## config.mk

```make
export PLATFORM = sky130hd
export DESIGN_NAME = timer_bus_ctrl
export DESIGN_NICKNAME = d
export VERILOG_FILES = /design/src/rtl/timer_pkg.sv /design/src/rtl/timer_bus_ctrl_arb.sv /design/src/rtl/timer_bus_ctrl.sv
export SDC_FILE = /design/constraint.sdc
export NUM_CORES = 1
export LEC_CHECK = 0
export CORE_ASPECT_RATIO = 0.7
export CORE_MARGIN = 8
export CORE_UTILIZATION = 49
export DETAILED_ROUTE_END_ITERATION = 16
export HOLD_SLACK_MARGIN = 0.02
export PLACE_DENSITY = 0.93
export SKIP_LAST_GASP = 1
export SLEW_MARGIN = 25
export SYNTH_ARGS = -nofsm -noshare
export SYNTH_HDL_FRONTEND = slang
export SYNTH_SLANG_ARGS = --single-unit
```

## constraint.sdc

```tcl
create_clock -name clk -period 5.59 [get_ports clk]
set_input_delay 1.677 -clock clk [delete_from_list [all_inputs] [get_ports clk]]
set_output_delay 1.677 -clock clk [all_outputs]
set_load 0.05 [all_outputs]
```

## src/rtl/timer_pkg.sv

```systemverilog
// Shared types and constants for the byte-wide timer bus controller.
package timer_pkg;
  typedef enum logic [1:0] {
    IDLE,
    ISSUE,
    DRAIN,
    RESP
  } state_e;

  localparam logic [1:0] REG_MTIME = 2'b00;
  localparam logic [1:0] REG_CMP = 2'b01;
  localparam logic [1:0] DEF_CMP_SEL = REG_CMP;
  localparam int BYTES_PER_WORD = 4;
endpackage

```

## src/rtl/timer_bus_ctrl_arb.sv

```systemverilog
// Two-way round-robin arbiter: on a tie the index that did not win last.
module rr_arb2 (
  input  logic [1:0] valid,
  input  logic       rr_last,
  output logic [1:0] grant
);
  always_comb begin
    grant = '0;
    unique case (valid)
      2'b01:   grant = 2'b01;
      2'b10:   grant = 2'b10;
      2'b11:   grant = rr_last ? 2'b01 : 2'b10;
      default: grant = '0;
    endcase
  end
endmodule

```

## src/rtl/timer_bus_ctrl.sv

```systemverilog
// Arbitrates two word requesters and sequences each word as four
// little-endian byte cycles on the timer bus.
module timer_bus_ctrl
  import timer_pkg::*;
#(
  parameter int         ADDR_WIDTH = 17,
  parameter logic [1:0] CMP_SEL    = DEF_CMP_SEL
) (
  input  logic                    clk,
  input  logic                    rst_n,
  input  logic [1:0]              req_valid,
  output logic [1:0]              req_ready,
  input  logic [1:0]              req_we,
  input  logic [2*ADDR_WIDTH-1:0] req_addr,
  input  logic [63:0]             req_wdata,
  output logic                    resp_valid,
  output logic                    resp_id,
  output logic [31:0]             resp_rdata,
  output logic                    tmr_en,
  output logic                    tmr_r_nw,
  output logic [ADDR_WIDTH-1:0]   tmr_addr,
  output logic [7:0]              tmr_dout,
  input  logic [7:0]              tmr_din,
  input  logic                    tmr_irq_in,
  output logic                    irq_out
);
  localparam int HW = ADDR_WIDTH - 2;
  localparam logic [1:0] LAST_K = 2'(BYTES_PER_WORD - 1);

  state_e          state_q, state_d;
  logic [1:0]      k_q, k_d;
  logic            we_q, we_d;
  logic [HW-1:0]   addr_q, addr_d;
  logic [31:0]     wdata_q, wdata_d;
  logic            id_q, id_d;
  logic            rr_last_q, rr_last_d;
  logic            mask_q, mask_d;
  logic [31:0]     rdata_q, rdata_d;
  logic            irq_q, irq_d;

  logic [1:0]            grant;
  logic                  gid;
  logic                  sel_we;
  logic [ADDR_WIDTH-1:0] sel_addr;
  logic [31:0]           sel_wdata;
  logic [1:0]            cap_idx;

  rr_arb2 u_arb (
    .valid   (req_valid),
    .rr_last (rr_last_q),
    .grant   (grant)
  );

  assign gid       = grant[1];
  assign sel_we    = gid ? req_we[1] : req_we[0];
  assign sel_addr  = gid ? req_addr[2*ADDR_WIDTH-1:ADDR_WIDTH]
                         : req_addr[ADDR_WIDTH-1:0];
  assign sel_wdata = gid ? req_wdata[63:32] : req_wdata[31:0];
  assign cap_idx   = k_q - 2'd1;
  assign irq_out   = irq_q;

  always_comb begin
    state_d    = state_q;
    k_d        = k_q;
    we_d       = we_q;
    addr_d     = addr_q;
    wdata_d    = wdata_q;
    id_d       = id_q;
    rr_last_d  = rr_last_q;
    mask_d     = mask_q;
    rdata_d    = rdata_q;
    req_ready  = '0;
    resp_valid = 1'b0;
    resp_id    = 1'b0;
    resp_rdata = '0;
    tmr_en     = 1'b0;
    tmr_r_nw   = 1'b0;
    tmr_addr   = '0;
    tmr_dout   = '0;
    unique case (state_q)
      IDLE: begin
        req_ready = grant;
        if (grant != 2'b00) begin
          we_d      = sel_we;
          addr_d    = sel_addr[ADDR_WIDTH-1:2];
          wdata_d   = sel_wdata;
          id_d      = gid;
          rr_last_d = gid;
          k_d       = 2'd0;
          rdata_d   = '0;
          mask_d    = sel_we && (sel_addr[3:2] == CMP_SEL);
          state_d   = ISSUE;
        end
      end
      ISSUE: begin
        tmr_en   = 1'b1;
        tmr_r_nw = ~we_q;
        tmr_addr = {addr_q, k_q};
        tmr_dout = wdata_q[8*k_q +: 8];
        // Read data trails the issuing byte cycle by one clock.
        if (!we_q && k_q != 2'd0) begin
          rdata_d[8*cap_idx +: 8] = tmr_din;
        end
        k_d = k_q + 2'd1;
        if (k_q == LAST_K) begin
          state_d = we_q ? RESP : DRAIN;
        end
      end
      DRAIN: begin
        rdata_d[31:24] = tmr_din;
        state_d        = RESP;
      end
      RESP: begin
        resp_valid = 1'b1;
        resp_id    = id_q;
        resp_rdata = we_q ? 32'd0 : rdata_q;
        mask_d     = 1'b0;
        state_d    = IDLE;
      end
      default: state_d = IDLE;
    endcase
    irq_d = tmr_irq_in & ~mask_d;
  end

  always_ff @(posedge clk or negedge rst_n) begin
    if (!rst_n) begin
      state_q   <= IDLE;
      k_q       <= '0;
      we_q      <= 1'b0;
      addr_q    <= '0;
      wdata_q   <= '0;
      id_q      <= 1'b0;
      rr_last_q <= 1'b1;
      mask_q    <= 1'b0;
      rdata_q   <= '0;
      irq_q     <= 1'b0;
    end else begin
      state_q   <= state_d;
      k_q       <= k_d;
      we_q      <= we_d;
      addr_q    <= addr_d;
      wdata_q   <= wdata_d;
      id_q      <= id_d;
      rr_last_q <= rr_last_d;
      mask_q    <= mask_d;
      rdata_q   <= rdata_d;
      irq_q     <= irq_d;
    end
  end
endmodule

```

==> out/results.ini, run 1 <==
[outcome]
status = finished clean

[synth]
ys_seq_area_frac = 0.456
synth_top_cell_by_area = dfrtp_1
syn_area_um2 = 4830
async_flop_share = 1.00
syn_area_per_cell_um2 = 10.9
synth_ff_type = dfrtp_1
synth_fp_nets = 563
synth_seq_cells = 88
syn_inst = 441
synth-warning-count = 0
synth_area_leaders = dfrtp_1 45%, and2_1 7.9%, a221o_1 7.3%
synth_edf_count = 0
synth.distinct_cells = 45
synth_top_area_share = 0.451

[floorplanning]
num_rows = 30
chipWidth_um = 135
die_y_um = 99.0
ios = 177
die-area_um2 = 13300
core_area_um2 = 9650
start_util = 0.500

[detailed_routing]
ant_nets = 0
wire_per_inst_um = 20.0
vias = 4149
drt-initial-drc-count = 279
drc = 0
totalWireLength_um = 14600
viasPerCell = 5.68
drt_first_pass_iters = 5

[finish]
fin_nets = 720
final_util = 0.717
drive_above_1_share = 0.0995
area_delta_synth_final_pct = 43.3
ff_latch_area_um2 = 2200
multi_input_area_um2 = 2400
instances_no_fill = 731
fillers = 670
fin_area_um2 = 6920
antenna_cells = 0

[global_routing]
antenna_found_initial = 0
grt_pass1_wl_um = 23000
grt_pass1_vias = 4227
grtUsageTotal = 0.216
grt_remaining_overflow = 0
grt_max_degree = 89

[clocking]
cts.path.max_buffers = 2
cts_root_buf = clkbuf_16
numClockSinks = 88
clkLatencyLatePin_ns = 0.34
cts.htree.levels = 3
cts_resized = 0
cts_tree = done
post_cts_buffers = 0
numCtsBuffers = 9
cts_hold_buf = 0
clkSlewWorstSetupHoldPaths_ns = 0.06

[timing]
worst_slew_pin_slew_ns = 0.792
hold_viol = 0
fmax_mhz = 217
grt_setup_unrepaired = false
worst_clock_skew_ns = 0.00694
min_period_ns = 4.60
maxSlewViolCount = 0
tns_ns = 0
fin_crit_sh = 0.823
finalSetupViolCount = 0
slew_headroom = 0.472

[place]
placed_area_um2 = 6630
dpl.cell_count = 715
gp_congestion = 0.825
dp_hpwl_um = 10800
numPortBuffers = 172

[setup_path]
worst_setup_path_start_kind = primary input
crit_required_ns = 3.91
end_kind = output port
path_cells = clkdlybuf4s50_1, a21boi_4, and2_1, buf_12
crit_arrival_ns = 2.92
crit_fanout = 6
worstSetupPathType = primary input to output port
cpPeakStageDelay_ns = 0.61
slowest_stage = clkdlybuf4s50_1

[power]
p_leak_nw = 3.14
power_density_nw_per_um2 = 508
peakVddDrop_mv = 0.257

[hold_path]
worstHoldPathType = flip-flop to flip-flop

[job]
maxCapViolations = 0

cells in the final DEF, fill, tap and decap left out, types with 2 or more instances in the layout:
master / count
clkdlybuf4s50_1: 169
dfrtp_1: 87
and2_1: 61
and3_1: 50
a221o_1: 35
nand2_1: 29
inv_1: 21
mux2i_1: 21
mux2_2: 17
o21ai_0: 15
ha_1: 9
clkbuf_16: 9
mux4_2: 8
o32ai_1: 8
nor2_1: 6
buf_4: 6
nor2b_1: 3
nand2b_1: 3
nor3b_1: 3
a21o_1: 3
nand3b_1: 3
clkinvlp_4: 3
a21oi_1: 2
a41oi_1: 2
and4bb_2: 2
nand3_4: 2
a32o_1: 2
clkbuf_8: 2
buf_12: 2
cells by family (layout without fill, tap and decap cells):
group	count (synthesis)	in the layout	synth area share
fa+ha+maj	9	9	0.0233
xor+xnor	1	1	0.00181
mux	46	46	0.121
buf+inv	53	215	0.0511
simple gates	168	168	0.214
compound gates	76	76	0.133
flops	88	88	0.456
synthesized netlist by cell type (6+ instances only):
library cell	count
o21ai_0	15
mux2i_1	21
nand2_1	29
ha_1	9
clkbuf_1	18
dfrtp_1	87
nor2_1	6
and3_1	50
mux2_2	17
mux4_2	8
o32ai_1	8
a221o_1	35
and2_1	61
inv_1	21
metal layers:
metal	share of wire	wire length, um	global-route usage	up-vias
li1	-	-	-	1927
met1	0.45	6590	0.287	2038
met2	0.47	6820	0.345	170
met3	0.070	1020	0.0513	14
met4	0.011	160	0.0567	0
met5	0	0	0	-
state kept, by name, indices dropped and copies added, names as in the netlist:
register and flops:
rr_last_q 1, rdata_q 32, mask_q 1, addr_q 15
state_q 2, irq_out 1, we_q 1, wdata_q 32
k_q 2, id_q 1
final timing paths:
path,end,from,cells after the start,slack (ns)
setup / recovery,req_ready[1],req_valid[1],4,0.99
hold reg to reg,id_q,id_q,1,0.48
min in group asynchronous,rdata_q[23],rst_n,1,1.38
setup reg to reg,rdata_q[27],k_q[0],5,2.91
max in group asynchronous,rdata_q[14],rst_n,1,3.66
hold / removal,id_q,id_q,1,0.48
report_power, final:
group	switching (mW)	internal [mW]
Clock	0.250	0.328
Combinational	1.07	0.788
Sequential	0.196	0.881
layout make-up:
cell class              count  share of cell area
flip-flops and latches     88               0.318
inverters                  21              0.0114
well taps                 128              0.0231
clock inverters             5             0.00579
repair buffers            178               0.258
clock buffers              11              0.0365
multi-input cells         300               0.346
critical path: cells and delay by family:
family / cells / cell delay [ns]
buf+inv: 2 / 0.78
compound gates: 1 / 0.23
simple gates: 1 / 0.23
through the flow:
stage / setup WS [ns] / power, mW / hold WS, ns
floorplan: 1.37 / 2.35 / 0.442
global placement: 1.03 / 2.85 / 0.456
detailed placement: 0.992 / 2.94 / 0.471
CTS: 0.992 / 3.52 / 0.486
global route: 0.932 / 3.72 / 0.488
finish: 0.990 / 3.51 / 0.482
Power figures use the tool's default switching activity.
==> run 2: changes to the inputs <==
CORE_UTILIZATION = 41   (was 49)
PLACE_DENSITY = 0.84   (was 0.93)
clock period = 3.8 ns   (was 5.59 ns; I/O delays follow)
==> run 2 against run 1 <==
Compared with the run above:
- setup slack got worse by 0.70 ns
- global-route usage decreased by 2.4 points
- sequential power increased by 46%
- count of clock-buffer cells in the layout decreased by 1
- combinational power increased by 65%
- register-to-register slack got worse by 1.8 ns
- clock power increased by 66%
- critical endpoint unchanged
==> out/results.ini, run 2 (synthesis results as in run 1) <==
[clocking]
clkLatencyLatePin_ns = 0.33
clkSlewWorstSetupHoldPaths_ns = 0.06
numCtsBuffers = 9
cts_root_buf = clkbuf_16
cts.htree.levels = 3
cts_hold_buf = 0
post_cts_buffers = 0
numClockSinks = 88
cts_resized = 0
cts.path.max_buffers = 2
cts_tree = done

[timing]
finalSetupViolCount = 0
tns_ns = 0
fmax_mhz = 285
slew_headroom = 0.464
worst_clock_skew_ns = 0.00355
min_period_ns = 3.51
fin_crit_sh = 0.924
hold_viol = 0
grt_setup_unrepaired = false
maxSlewViolCount = 0
final.setup.worst_slack_ns = 0.287
worst_slew_pin_slew_ns = 0.804

[finish]
instances_no_fill = 761
layout_common_cells = 110 x clkdlybuf4s50_1, 87 x dfrtp_1, 61 x and2_1
drive_above_1_share = 0.199
multi_input_area_um2 = 2400
fin_nets = 721
antenna_cells = 0
area_delta_synth_final_pct = 57.0
fillers = 839
layout_commonest_cell = clkdlybuf4s50_1
fin_area_um2 = 7580
ff_latch_area_um2 = 2200
top_regs = rdata_q x32, wdata_q x32, addr_q x15

[detailed_routing]
wl_met1_um = 6390
ant_nets = 0
wl_met2_um = 7490
drt_first_pass_iters = 5
vias = 4125
drt-initial-drc-count = 261
drc = 0
totalWireLength_um = 15000
topRoutingLayerUsed = met4
wire_per_inst_um = 19.7
met3WireLength_um = 829
viasPerCell = 5.42

[power]
p_total_mw = 5.60
p_switching_mw = 2.29
swShare = 0.408
power_density_nw_per_um2 = 739
p_leak_nw = 3.44
p_seq_frac = 0.282
peakVddDrop_mv = 0.303
p_int_mw = 3.32
p_comb_frac = 0.547
power_frac_clock = 0.171

[floorplanning]
start_util = 0.416
die-area_um2 = 15600
num_rows = 33
core_area_um2 = 11600
ios = 177
chipWidth_um = 146
die_y_um = 107

[place]
numPortBuffers = 172
placed_area_um2 = 7250
gp_congestion = 0.847
dpl.cell_count = 745
dp_hpwl_um = 11500
preCtsSetupSlack_ns = 0.288

[setup_path]
crit_fanout = 6
worst_setup_path_start_kind = primary input
cpPeakStageDelay_ns = 0.61
slowest_stage = clkdlybuf4s50_1
crit_required_ns = 2.66
crit_arrival_ns = 2.37
path_cells = clkdlybuf4s50_1, a21boi_4, and2_1, buf_12
worstSetupPathType = primary input to output port
end_kind = output port

[global_routing]
grt_remaining_overflow = 0
grt_max_degree = 89
grt_pass1_vias = 4459
grt_pass1_wl_um = 24100
antenna_found_initial = 0
grtUsageTotal = 0.192

[job]
maxCapViolations = 0

[outcome]
status = finished clean

[hold_path]
worstHoldPathType = flip-flop to flip-flop

## run 2: layer usage
metal,vias to the layer above,track usage
li1,1927,-
met1,2035,0.233
met4,0,0.0644
met5,-,0
met2,145,0.328
met3,18,0.0496
## run 2: through the flow
| stage | hold WS [ns] | utilization |
|---|---|---|
| after floorplan | 0.442 | - |
| after global placement | 0.457 | 0.624 |
| after detailed placement | 0.464 | 0.625 |
| after CTS | 0.479 | 0.653 |
| after global routing | 0.510 | 0.653 |
| final | 0.474 | 0.653 |
## run 2: final timing paths
path                            depth (start not counted)  slack [ns]    startpoint           end
worst max-delay path                                    4        0.29  req_valid[1]  req_ready[1]
worst min-delay path                                    2        0.47     addr_q[1]     addr_q[1]
worst max register to register                          5        1.13        k_q[0]   rdata_q[26]
worst min register to register                          2        0.47     addr_q[1]     addr_q[1]
max in group asynchronous                               1        2.40         rst_n       irq_out
min in group asynchronous                               1        0.87         rst_n   rdata_q[25]
## run 2: cell type report
class / instances / area share
timing repair buffer: 179 / 0.313
tap: 157 / 0.0259
clock buffer: 10 / 0.0315
multi-input combinational: 300 / 0.316
sequential: 88 / 0.291
inverter: 21 / 0.0104
clock inverter: 6 / 0.0122
## run 2: power groups by stage
stage	clock [mW]	combinational [mW]	sequential, mW
2_1_floorplan	0	2.00	1.45
3_5_place_dp	0	3.08	1.60
4_1_cts	0.985	3.09	1.58
5_1_grt	1.02	3.26	1.63
3_3_place_gp	0	2.98	1.57
6_report	0.959	3.06	1.58
## run 2: worst max-delay path: cells and delay by family
family	cells	cell delay, ns
simple gates	1	0.23
compound gates	1	0.22
buf+inv	2	0.77
==> run 3: changes to the inputs <==
CTS_BUF_LIST = sky130_fd_sc_hd__clkbuf_16   (was unset)
SKIP_CTS_REPAIR_TIMING = 1   (was unset)
==> run 3 against run 2 <==
Compared with the run above:
- via count up 0.46%
- global-route usage unchanged
- critical path depth unchanged
- sequential share of layout area about the same
- non-clock buffer count unchanged
- core utilization down 0.086 points
- cell count unchanged
- cell area down 0.13%
- setup slack worse by 0.0036 ns
- worst hold slack about the same
==> out/results.ini, run 3 (synthesis results as in run 1) <==
[global_routing]
antenna_found_initial = 0
grt_max_degree = 89
grt_pass1_vias = 4459
grtUsageTotal = 0.192
grt_pass1_wl_um = 24100
grt_remaining_overflow = 0

[floorplanning]
core_area_um2 = 11600
num_rows = 33
die_y_um = 107
start_util = 0.416
ios = 177
chipWidth_um = 146
die-area_um2 = 15600

[timing]
fin_crit_sh = 0.925
fmax_mhz = 284
slew_headroom = 0.457
hold_viol = 0
worst_clock_skew_ns = 0.00332
finalSetupViolCount = 0
grt_setup_unrepaired = false
maxSlewViolCount = 0
min_period_ns = 3.52
worst_slew_pin_slew_ns = 0.815
tns_ns = 0

[clocking]
numClockSinks = 88
numCtsBuffers = 9
clkSlewWorstSetupHoldPaths_ns = 0.06
cts.path.max_buffers = 2
cts_tree = done
clkLatencyLatePin_ns = 0.33
cts.htree.levels = 3
cts_root_buf = clkbuf_16

[detailed_routing]
wire_per_inst_um = 19.8
ant_nets = 0
drt-initial-drc-count = 294
drc = 0
drt_first_pass_iters = 4
viasPerCell = 5.45
vias = 4144
totalWireLength_um = 15000

[setup_path]
crit_arrival_ns = 2.38
crit_required_ns = 2.66
cp-startpoint = req_valid[1]
crit_fanout = 6
reg2reg_depth = 5
end_kind = output port
rrSetupSlack_ns = 1.10
r2r_start = k_q[0]
worstSetupPathType = primary input to output port
worst_setup_path_start_kind = primary input

[finish]
area_delta_synth_final_pct = 56.8
fin_area_um2 = 7570
antenna_cells = 0
final_util = 0.652
layout_common_cells = 110 x clkdlybuf4s50_1, 87 x dfrtp_1, 61 x and2_1
drive_above_1_share = 0.197
layout_commonest_cell = clkdlybuf4s50_1
fin_nets = 721
top_regs = rdata_q x32, wdata_q x32, addr_q x15

[job]
maxCapViolations = 0

[place]
gp_congestion = 0.847
placed_area_um2 = 7250
dp_hpwl_um = 11500
numPortBuffers = 172

[power]
p_leak_nw = 3.44
power_density_nw_per_um2 = 739
peakVddDrop_mv = 0.305
p_total_mw = 5.59

[hold_path]
worstHoldPathType = flip-flop to flip-flop
hold_path_depth = 2
min_from = addr_q[1]

[outcome]
status = finished clean

-- run 3: cell count changes in the layout (fill, tap and decap cells not counted), sizes merged --
cell and change:
clkinv +1, clkbuf -1
-- run 3: path summary, 6_finish.rpt --
check,endpoint
setup / recovery,req_ready[1]
hold / removal,addr_q[1]
setup reg to reg,rdata_q[26]
hold reg to reg,addr_q[1]
max in group asynchronous,addr_q[9]
min in group asynchronous,rdata_q[25]
-- run 3: cell type report --
class                   instances  area, um^2
fillers                       839        4030
multi-input cells             300        2400
repair buffers                179        2370
flip-flops and latches         88        2200
clock buffers                   9         225
well taps                     157         196
clock inverters                 7        96.3
inverters                      21        78.8
-- run 3: routing by layer --
metal	wire length (um)	global-route usage	vias up	part of all wire
met1	6470	0.233	2040	0.43
met5	0	0	-	0
met2	7410	0.328	149	0.49
met4	293	0.0644	0	0.019
met3	870	0.0496	22	0.058
li1	-	-	1933	-
-- run 3: stage by stage --
stage	hold WS, ns	instances	setup slack, ns
final	0.474	761	0.284
after global routing	0.510	761	0.230
after CTS	0.479	761	0.289
after detailed placement	0.464	745	0.288
after global placement	0.457	745	0.313
after floorplan	0.442	441	0.408
-- run 3: worst max-delay path: stages --
cell	delay, ns
clkdlybuf4s50_1	0.61
a21boi_4	0.22
and2_1	0.23
buf_12	0.16
-- run 3: report_power, final --
group	internal, mW	switching, mW
clock	0.576	0.365
sequential	1.30	0.287
combinational	1.43	1.64
total	3.30	2.29
